<file path="src/rtl/sprite_ram_dma_pkg.sv">
// Shared definitions for the sprite RAM DMA and the sprite layer that reads its output:
// record byte offsets and the DMA FSM state encoding.
package sprite_ram_dma_pkg;

  localparam int unsigned REC_INDX  = 0;
  localparam int unsigned REC_HPOS  = 1;
  localparam int unsigned REC_XDAT  = 2;
  localparam int unsigned REC_VPOS  = 3;
  localparam int unsigned REC_BYTES = 4;

  typedef enum logic [2:0] {
    StIdle,
    StReq,
    StRd,
    StWt,
    StWr,
    StDone
  } dma_state_e;

endpackage

</file>
<file path="src/rtl/sprite_dma_edge.sv">
// Start-trigger register pair: samples the frame trigger and flags a 0->1 transition
// for exactly one clock.
module sprite_dma_edge (
  input  logic clk_i,
  input  logic rst_ni,
  input  logic start_i,
  output logic rise_o
);

  logic start_q, start_d;
  logic prev_q, prev_d;

  always_comb begin
    start_d = start_i;
    prev_d  = start_q;
  end

  always_ff @(posedge clk_i or negedge rst_ni) begin
    if (!rst_ni) begin
      start_q <= 1'b0;
      prev_q  <= 1'b0;
    end else begin
      start_q <= start_d;
      prev_q  <= prev_d;
    end
  end

  assign rise_o = start_q & ~prev_q;

endmodule

</file>
<file path="src/rtl/sprite_ram_dma.sv">
// Frame-start DMA from CPU work RAM into sprite attribute RAM, one 4-byte record per sprite.
// After an END_MARK index the remaining records are filled so they land off-screen.
module sprite_ram_dma
  import sprite_ram_dma_pkg::*;
#(
  parameter logic [15:0] SRC_BASE   = 16'hE000,
  parameter logic [10:0] DST_BASE   = 11'h000,
  parameter int unsigned ENTRIES    = 128,
  parameter int unsigned RD_LATENCY = 1,
  parameter logic [7:0]  END_MARK   = 8'hFF,
  parameter logic [7:0]  HIDE_VPOS  = 8'hF8
) (
  input  logic        master_clk,
  input  logic        nRESET,
  input  logic        start,
  output logic        dma_req,
  input  logic        dma_gnt,
  output logic [15:0] src_addr,
  output logic        src_rd,
  input  logic [7:0]  src_data,
  output logic [10:0] dst_addr,
  output logic [7:0]  dst_data,
  output logic        dst_we,
  output logic        busy,
  output logic        done,
  output logic [9:0]  count
);

  localparam int unsigned TotalBytes = ENTRIES * REC_BYTES;
  localparam logic [11:0] LastByte   = 12'(TotalBytes - 1);
  localparam logic [1:0]  LatMax     = 2'(RD_LATENCY);
  localparam logic [1:0]  OffIndx    = 2'(REC_INDX);
  localparam logic [1:0]  OffVpos    = 2'(REC_VPOS);

  dma_state_e  state_q, state_d;
  logic [11:0] b_q, b_d;
  logic [9:0]  count_q, count_d;
  logic        fill_q, fill_d;
  logic        have_q, have_d;  // latched byte survives a grant loss in WR
  logic [1:0]  lat_q, lat_d;
  logic [7:0]  data_q, data_d;

  logic       rise;
  logic [1:0] rec_off;
  logic       is_end;
  logic [7:0] wr_byte;

  sprite_dma_edge u_edge (
    .clk_i   (master_clk),
    .rst_ni  (nRESET),
    .start_i (start),
    .rise_o  (rise)
  );

  always_comb begin
    rec_off = b_q[1:0];
    is_end  = !fill_q && (rec_off == OffIndx) && (data_q == END_MARK);
    if (fill_q) begin
      wr_byte = (rec_off == OffVpos) ? HIDE_VPOS : 8'h00;
    end else if (is_end) begin
      wr_byte = 8'h00;
    end else begin
      wr_byte = data_q;
    end
  end

  always_ff @(posedge master_clk or negedge nRESET) begin
    if (!nRESET) begin
      state_q <= StIdle;
      b_q     <= '0;
      count_q <= '0;
      fill_q  <= 1'b0;
      have_q  <= 1'b0;
      lat_q   <= '0;
      data_q  <= '0;
    end else begin
      state_q <= state_d;
      b_q     <= b_d;
      count_q <= count_d;
      fill_q  <= fill_d;
      have_q  <= have_d;
      lat_q   <= lat_d;
      data_q  <= data_d;
    end
  end

  always_comb begin
    state_d = state_q;
    b_d     = b_q;
    count_d = count_q;
    fill_d  = fill_q;
    have_d  = have_q;
    lat_d   = lat_q;
    data_d  = data_q;
    unique case (state_q)
      StIdle: begin
        if (rise) begin
          state_d = StReq;
          b_d     = '0;
          count_d = '0;
          fill_d  = 1'b0;
          have_d  = 1'b0;
        end
      end
      StReq: begin
        if (dma_gnt) state_d = StRd;
      end
      StRd: begin
        if (!dma_gnt) begin
          state_d = StReq;
        end else if (fill_q || have_q) begin
          state_d = StWr;
        end else begin
          state_d = StWt;
          lat_d   = 2'd1;
        end
      end
      StWt: begin
        // An issued read always completes, grant or not.
        if (lat_q == LatMax) begin
          data_d  = src_data;
          have_d  = 1'b1;
          state_d = StWr;
        end else begin
          lat_d = lat_q + 2'd1;
        end
      end
      StWr: begin
        if (!dma_gnt) begin
          state_d = StReq;
        end else begin
          have_d = 1'b0;
          if (is_end) fill_d = 1'b1;
          if (!fill_q && (rec_off == OffVpos)) count_d = count_q + 10'd1;
          b_d     = b_q + 12'd1;
          state_d = (b_q == LastByte) ? StDone : StRd;
        end
      end
      StDone: state_d = StIdle;
      default: state_d = StIdle;
    endcase
  end

  always_comb begin
    busy     = (state_q == StReq) || (state_q == StRd) || (state_q == StWt) ||
               (state_q == StWr);
    dma_req  = busy;
    done     = (state_q == StDone);
    src_rd   = (state_q == StRd) && dma_gnt && !fill_q && !have_q;
    dst_we   = (state_q == StWr) && dma_gnt;
    src_addr = busy ? (SRC_BASE + {4'b0000, b_q}) : 16'h0000;
    dst_addr = busy ? (DST_BASE + b_q[10:0]) : 11'h000;
    dst_data = (state_q == StWr) ? wr_byte : 8'h00;
    count    = count_q;
  end

endmodule
</file>
<file path="config.mk">
export PLATFORM = sky130hd
export DESIGN_NAME = sprite_ram_dma
export DESIGN_NICKNAME = d
export VERILOG_FILES = /design/src/rtl/sprite_ram_dma_pkg.sv /design/src/rtl/sprite_dma_edge.sv /design/src/rtl/sprite_ram_dma.sv
export SDC_FILE = /design/constraint.sdc
export NUM_CORES = 1
export LEC_CHECK = 0
export CAP_MARGIN = 20
export CORE_UTILIZATION = 55
export DETAILED_ROUTE_END_ITERATION = 10
export DONT_BUFFER_PORTS = 1
export HOLD_SLACK_MARGIN = 0.02
export PLACE_DENSITY = 0.71
export SYNTH_ARGS = -nofsm -noshare
export SYNTH_HDL_FRONTEND = slang
export SYNTH_SLANG_ARGS = --single-unit
</file>
<file path="constraint.sdc">
create_clock -name master_clk -period 2.3 [get_ports master_clk]
set_input_delay 0.23 -clock master_clk [delete_from_list [all_inputs] [get_ports master_clk]]
set_output_delay 0.23 -clock master_clk [all_outputs]
set_load 0.05 [all_outputs]
</file>
# Yosys cells after proc, flatten, opt, wreduce, memory -nomap -nowiden
# Cells that the tools add are included.
[op_classes]
n_addsub = 4
n_eq_ne = 18
mux = 32
bitwise = 2
reduce_logical = 25
[op_table]
columns = ["op", "n"]
rows = [
  ["2-to-1 mux 8 bit", 4],
  ["2-to-1 mux 10 bit", 3],
  ["2-to-1 mux 12 bit", 2],
  ["case mux 12 bit (2 select lines)", 1],
  ["2-to-1 mux 3 bit", 7],
  ["case mux 10 bit (2 select lines)", 1],
  ["inequality test 2 bit (second input constant)", 9],
  ["2-to-1 mux 16 bit", 1],
  ["AND reduction 4 bit", 4],
  ["adder 14 x 13 -> 15 bit (first input constant)", 1],
  ["case mux 3 bit (5 select lines)", 1],
  ["adder 12 x 1 -> 12 bit (second input constant)", 1],
  ["== test 12 x 9 -> 1 bit (second input constant)", 1],
  ["2-to-1 mux 11 bit", 1],
  ["adder 10 x 1 -> 10 bit (second input constant)", 1],
  ["== test 8 bit (second input constant)", 1],
  ["logical AND 1 bit", 7],
  ["== test 3 x 2 -> 1 bit (second input constant)", 2],
  ["== test 3 bit (second input constant)", 2],
  ["2-to-1 mux 2 bit", 3],
  ["AND reduction 3 bit", 2],
  ["2-to-1 mux 1 bit", 5],
  ["logical OR 1 bit", 4],
  ["case mux 2 bit (2 select lines)", 1],
  ["other kinds (14)", 16],
]
[word_totals]
regBits = 39
output_inout_bits = 50
elab_cells = 90

# Depth between registers and ports, before layout
[depth]
ltp_word = 6
ltp_mapped = 7
depth_no_buf = 6

# Modules after synthesis
# A second synthesis with hierarchy kept.
[hier_totals]
hier_cells = 250
area_unflattened_um2 = 2308.5
[by_module_without_submodules]
columns = ["mod", "instances", "cells_per_inst", "area_each_um2", "seq_area_each_um2"]
rows = [
  ["sprite_ram_dma", 1, 247, 2244.7, 925.9],
  ["sprite_dma_edge", 1, 3, 63.8, 50.0],
]

# Least setup slack after synthesis
# OpenSTA, ideal clock, no wires.
[synth_path]
path_kind = "reg-to-output"
start = "reg state_q[1]"
end = "out dst_data[0]"
t_arrival_ns = 2.616
required_time_ns = 2.070
slack_ns = -0.546
path_stages_with_launch = 6
path_cell_list = "dfrtp_1 buf_2 nor2_2 buf_2 nand2_1 nor4b_1"
[synth_between]
elab_chain_len = 2
[synth_rtl]
columns = ["element", "line_no", "text"]
rows = [
  ["start, declared", "sprite_ram_dma.sv:35", "dma_state_e state_q, state_d;"],
  ["start signal, assigned", "sprite_ram_dma.sv:69", "state_q <= StIdle;"],
  ["start signal, assigned", "sprite_ram_dma.sv:77", "state_q <= state_d;"],
  ["== test 3 bit", "sprite_ram_dma.sv:153", "dst_data = (state_q == StWr) ? wr_byte : 8'h00;"],
  ["2-to-1 mux 8 bit", "sprite_ram_dma.sv:153", ""],
  ["end, declared", "sprite_ram_dma.sv:22", "output logic [7:0] dst_data,"],
]
# No other way between the ends.

# Worst setup path after layout
[layout_path]
start = "reg b_q[1]"
end = "out dst_data[7]"
[layout_between]
elab_chain_len = 6
word_cells_on_any_way = 8
cone_classes = "eq/ne (1); mux (4); reduce/logical (3)"
[layout_rtl]
columns = ["element", "line_no", "text"]
rows = [
  ["start, declared", "sprite_ram_dma.sv:36", "logic [11:0] b_q, b_d;"],
  ["start signal, assigned", "sprite_ram_dma.sv:70", "b_q <= '0;"],
  ["start signal, assigned", "sprite_ram_dma.sv:78", "b_q <= b_d;"],
  ["zero test 2 bit", "sprite_ram_dma.sv:57", "is_end = !fill_q && (rec_off == OffIndx) && (data_q == END_MARK);"],
  ["logical AND 1 bit (2 in a row)", "sprite_ram_dma.sv:57", ""],
  ["2-to-1 mux 8 bit", "sprite_ram_dma.sv:60", "end else if (is_end) begin"],
  ["2-to-1 mux 8 bit (*)", "sprite_ram_dma.sv:58", "if (fill_q) begin"],
  ["2-to-1 mux 8 bit (*)", "sprite_ram_dma.sv:153", ""],
]
# Every way passes the cells marked *; elsewhere a longest branch is shown, timed or not.

==> run metrics <==
Distinct cells, synth 53; Starting Density approximately 58%; Sum Neg Setup Slack 0 ns; Post-Syn Area between 2000 and 2500 sq um; Max VDD drop just under 0.8 mV; Die H 67.0 microns; syn avg cell area about 9.3 sq um; number of remaining DRC errors 0; n_diodes 0; R2R depth 4; die area 4490 sq um; WHS Path Cells 1; cell breakdown of the critical path inv_1 -> ha_1 -> nand2_1 -> or4_4 -> a21oi_1 -> nor2_1 -> buf_4; num ports a little over 60; Vias per Instance 5.87; net count after synthesis 267; multi-input logic area ~1200 sq um; Leak about 1.2 nW; NumNets Final between 200 and 300; Chip Width between 60 and 70 microns; CP max-delay cell or4_4; vias between 1500 and 2000; Hold Crit Class primary input to flip-flop; Async SR Flop Fraction between 90% and 100%; GRT Total Usage roughly a quarter; DR iter-0 viols a little under 100; largest net degree at the start of global routing 40; Crit. End Element output port; Slew Limit Fails 0; flops & latches, synth 39; top cell type's share of synthesized area 42.0%; Ys Warns 0; Crit path required time ~2.1 ns; Tot Pwr 2.54 mW; synth top area cells dfrtp_1, buf_4, mux2_2; slew margin rel. 51.8%; period utilization slightly below 100%; latest clock arrival within the worst-skew pair 0.30 ns; clock-pin transition on the worst setup and hold timing paths 0.08 ns; ys flop type dfrtp_1; vias in the first global route 1734; Final Wtd Congestion 0.860; cell accounting for the most synthesized area dfrtp_1; biggest cell delay along the critical path approximately 0.56 ns; Peak Freq about 450 MHz; layout cells sized above 1 25.8%; status complete, no violations; Root Buffer clkbuf_8; Slew @ Worst Pin around 0.72 ns; Post-DP HPWL between 3000 and 4000 microns; register area roughly 980 sq um; max-cap viol count 0; WP data arrival around 2.0 ns; core footprint ~4000 sq um; PD cells ~920 nW/um^2; Core Rows 23; First-pass DRT Iterations 4; Mapped Cells around 250; Critical Path Source Type flip-flop; Crit Path Max Fanout 5; CTS Buf Count 5; endpoints failing setup 0; first-pass GRT wire length around 8000 microns; H-tree depth 2; Worst Setup Path Type flip-flop to output port; Final Hold Fails 0; min Tclk post-route between 2 and 2.5 ns; Max clock buf depth 2; post-route antenna net violation count 0; Post-synth EDFFs 0; Wirelength per Cell 15.0 microns; CTS tree built; IO buf count 0; FILL cells between 300 and 400; initial antenna violation count 0; Post-Route WL about 4900 microns; Overflow after GRT 0; Area Growth Syn to Fin 18.7%; worst clock skew 0.0110 ns; clock sink count 39; Seq/Total Area, Yosys between 40% and 50%
## sequential cells by signal (all words and copies together) (netlist names)
signal / count
b_q: 12
count: 10
data_q: 8
state_q: 3
lat_q: 2
fill_q: 1
have_q: 1
u_edge.prev_d: 1
u_edge.prev_q: 1
## synthesized netlist by cell type, types with 2 or more instances
| cell type | count |
|---|---|
| nand2_1 | 17 |
| nor2b_1 | 2 |
| o211ai_1 | 5 |
| nor4b_1 | 3 |
| inv_1 | 8 |
| nand2b_1 | 3 |
| or4_1 | 4 |
| xor2_1 | 3 |
| and2_1 | 14 |
| o21ai_0 | 15 |
| nor3_1 | 4 |
| o21a_1 | 2 |
| buf_4 | 17 |
| a21oi_1 | 16 |
| clkbuf_1 | 3 |
| mux2i_1 | 2 |
| mux2_2 | 8 |
| and3_1 | 4 |
| nand4_1 | 2 |
| o31ai_1 | 2 |
| and4_1 | 2 |
| ha_1 | 4 |
| nor2_1 | 15 |
| dfrtp_1 | 39 |
| nor3b_1 | 2 |
| nand3_1 | 13 |
| buf_2 | 7 |
| nor4_1 | 3 |
| or3_1 | 8 |
## power breakdown
part | internal (mW) | switching, mW | total [mW]
sequential | 0.813 | 0.130 | 0.943
combinational | 0.446 | 0.693 | 1.14
clock | 0.212 | 0.249 | 0.461
## cells by family (layout without fill, tap and decap cells)
family,count (synthesis),count (layout),share of synthesized area [%]
fa+ha+maj,4,4,2.15
compound gates,53,53,14.6
xor+xnor,4,4,1.51
mux,10,10,4.74
simple gates,105,105,26.1
buf+inv,35,59,8.77
other cells,1,1,0.161
flops,39,39,42.0
## layout make-up
| type | instances | share of cell area [%] |
|---|---|---|
| Clock buffer | 6 | 2.63 |
| Sequential cell | 39 | 35.4 |
| Tap cell | 50 | 2.27 |
| Timing Repair Buffer | 43 | 15.3 |
| Inverter | 8 | 1.09 |
| Multi-Input combinational cell | 177 | 42.8 |
| Clock inverter | 2 | 0.453 |
## cell usage in the layout, fill, tap and decap left out, drive strengths merged, types with 8 or more instances in the layout
master and count:
nand2 17, o21ai 16, dfrtp 39, or3 8, and2 15, nor2 16
nand3 13, mux2 8, a21oi 17, inv 8, buf 41
## worst max-delay path: cells and delay by family (launching register included)
kind	cells	cell delay (ns)
adder cells (fa/ha/maj)	1	0.13
AO/OA/AOI/OAI	1	0.18
buffers and inverters	2	0.26
AND/OR/NAND/NOR	3	0.70
flip-flops	1	0.42
## final timing paths
path	from	end	slack (ns)
max	b_q[1]	dst_data[7]	0.08
min	src_data[6]	data_q[6]	0.08
max reg2reg	state_q[2]	count[6]	0.32
min reg2reg	u_edge.prev_d	u_edge.prev_q	0.42
max in group asynchronous	nRESET	count[2]	1.71
min in group asynchronous	nRESET	b_q[11]	0.38
## per-stage QoR
step	area (sq um)	util, %	worst slack [ns]	hold slack (ns)	instances
2_1_floorplan	2330	-	-0.546	-0.0656	251
3_3_place_gp	2610	64.7	0.382	-0.0642	312
3_5_place_dp	2610	64.7	0.325	-0.0642	312
4_1_cts	2730	67.8	0.00712	0.0805	323
5_1_grt	2760	68.5	-0.0163	0.0707	325
6_report	2760	68.5	0.0751	0.0822	325
## per-layer routing
layer / up-vias / global-route usage (%) / share of wire [%]
li1: 932 / - / -
met1: 911 / 30.4 / 45
met2: 60 / 39.3 / 49
met3: 6 / 6.51 / 5.4
met4: 0 / 7.71 / 1.0
met5: - / 0 / 0
## what timing repair did
| item | in CTS | in global routing |
|---|---|---|
| endpoints found under the setup margin | 0 | 6 |
| buffers inserted | 0 | 2 |
| hold buffers | 3 | 0 |
| hold endpoints to repair | 40 | 0 |
| resized for setup | 0 | 4 |
No activity file was read; power rests on OpenSTA's default activity.
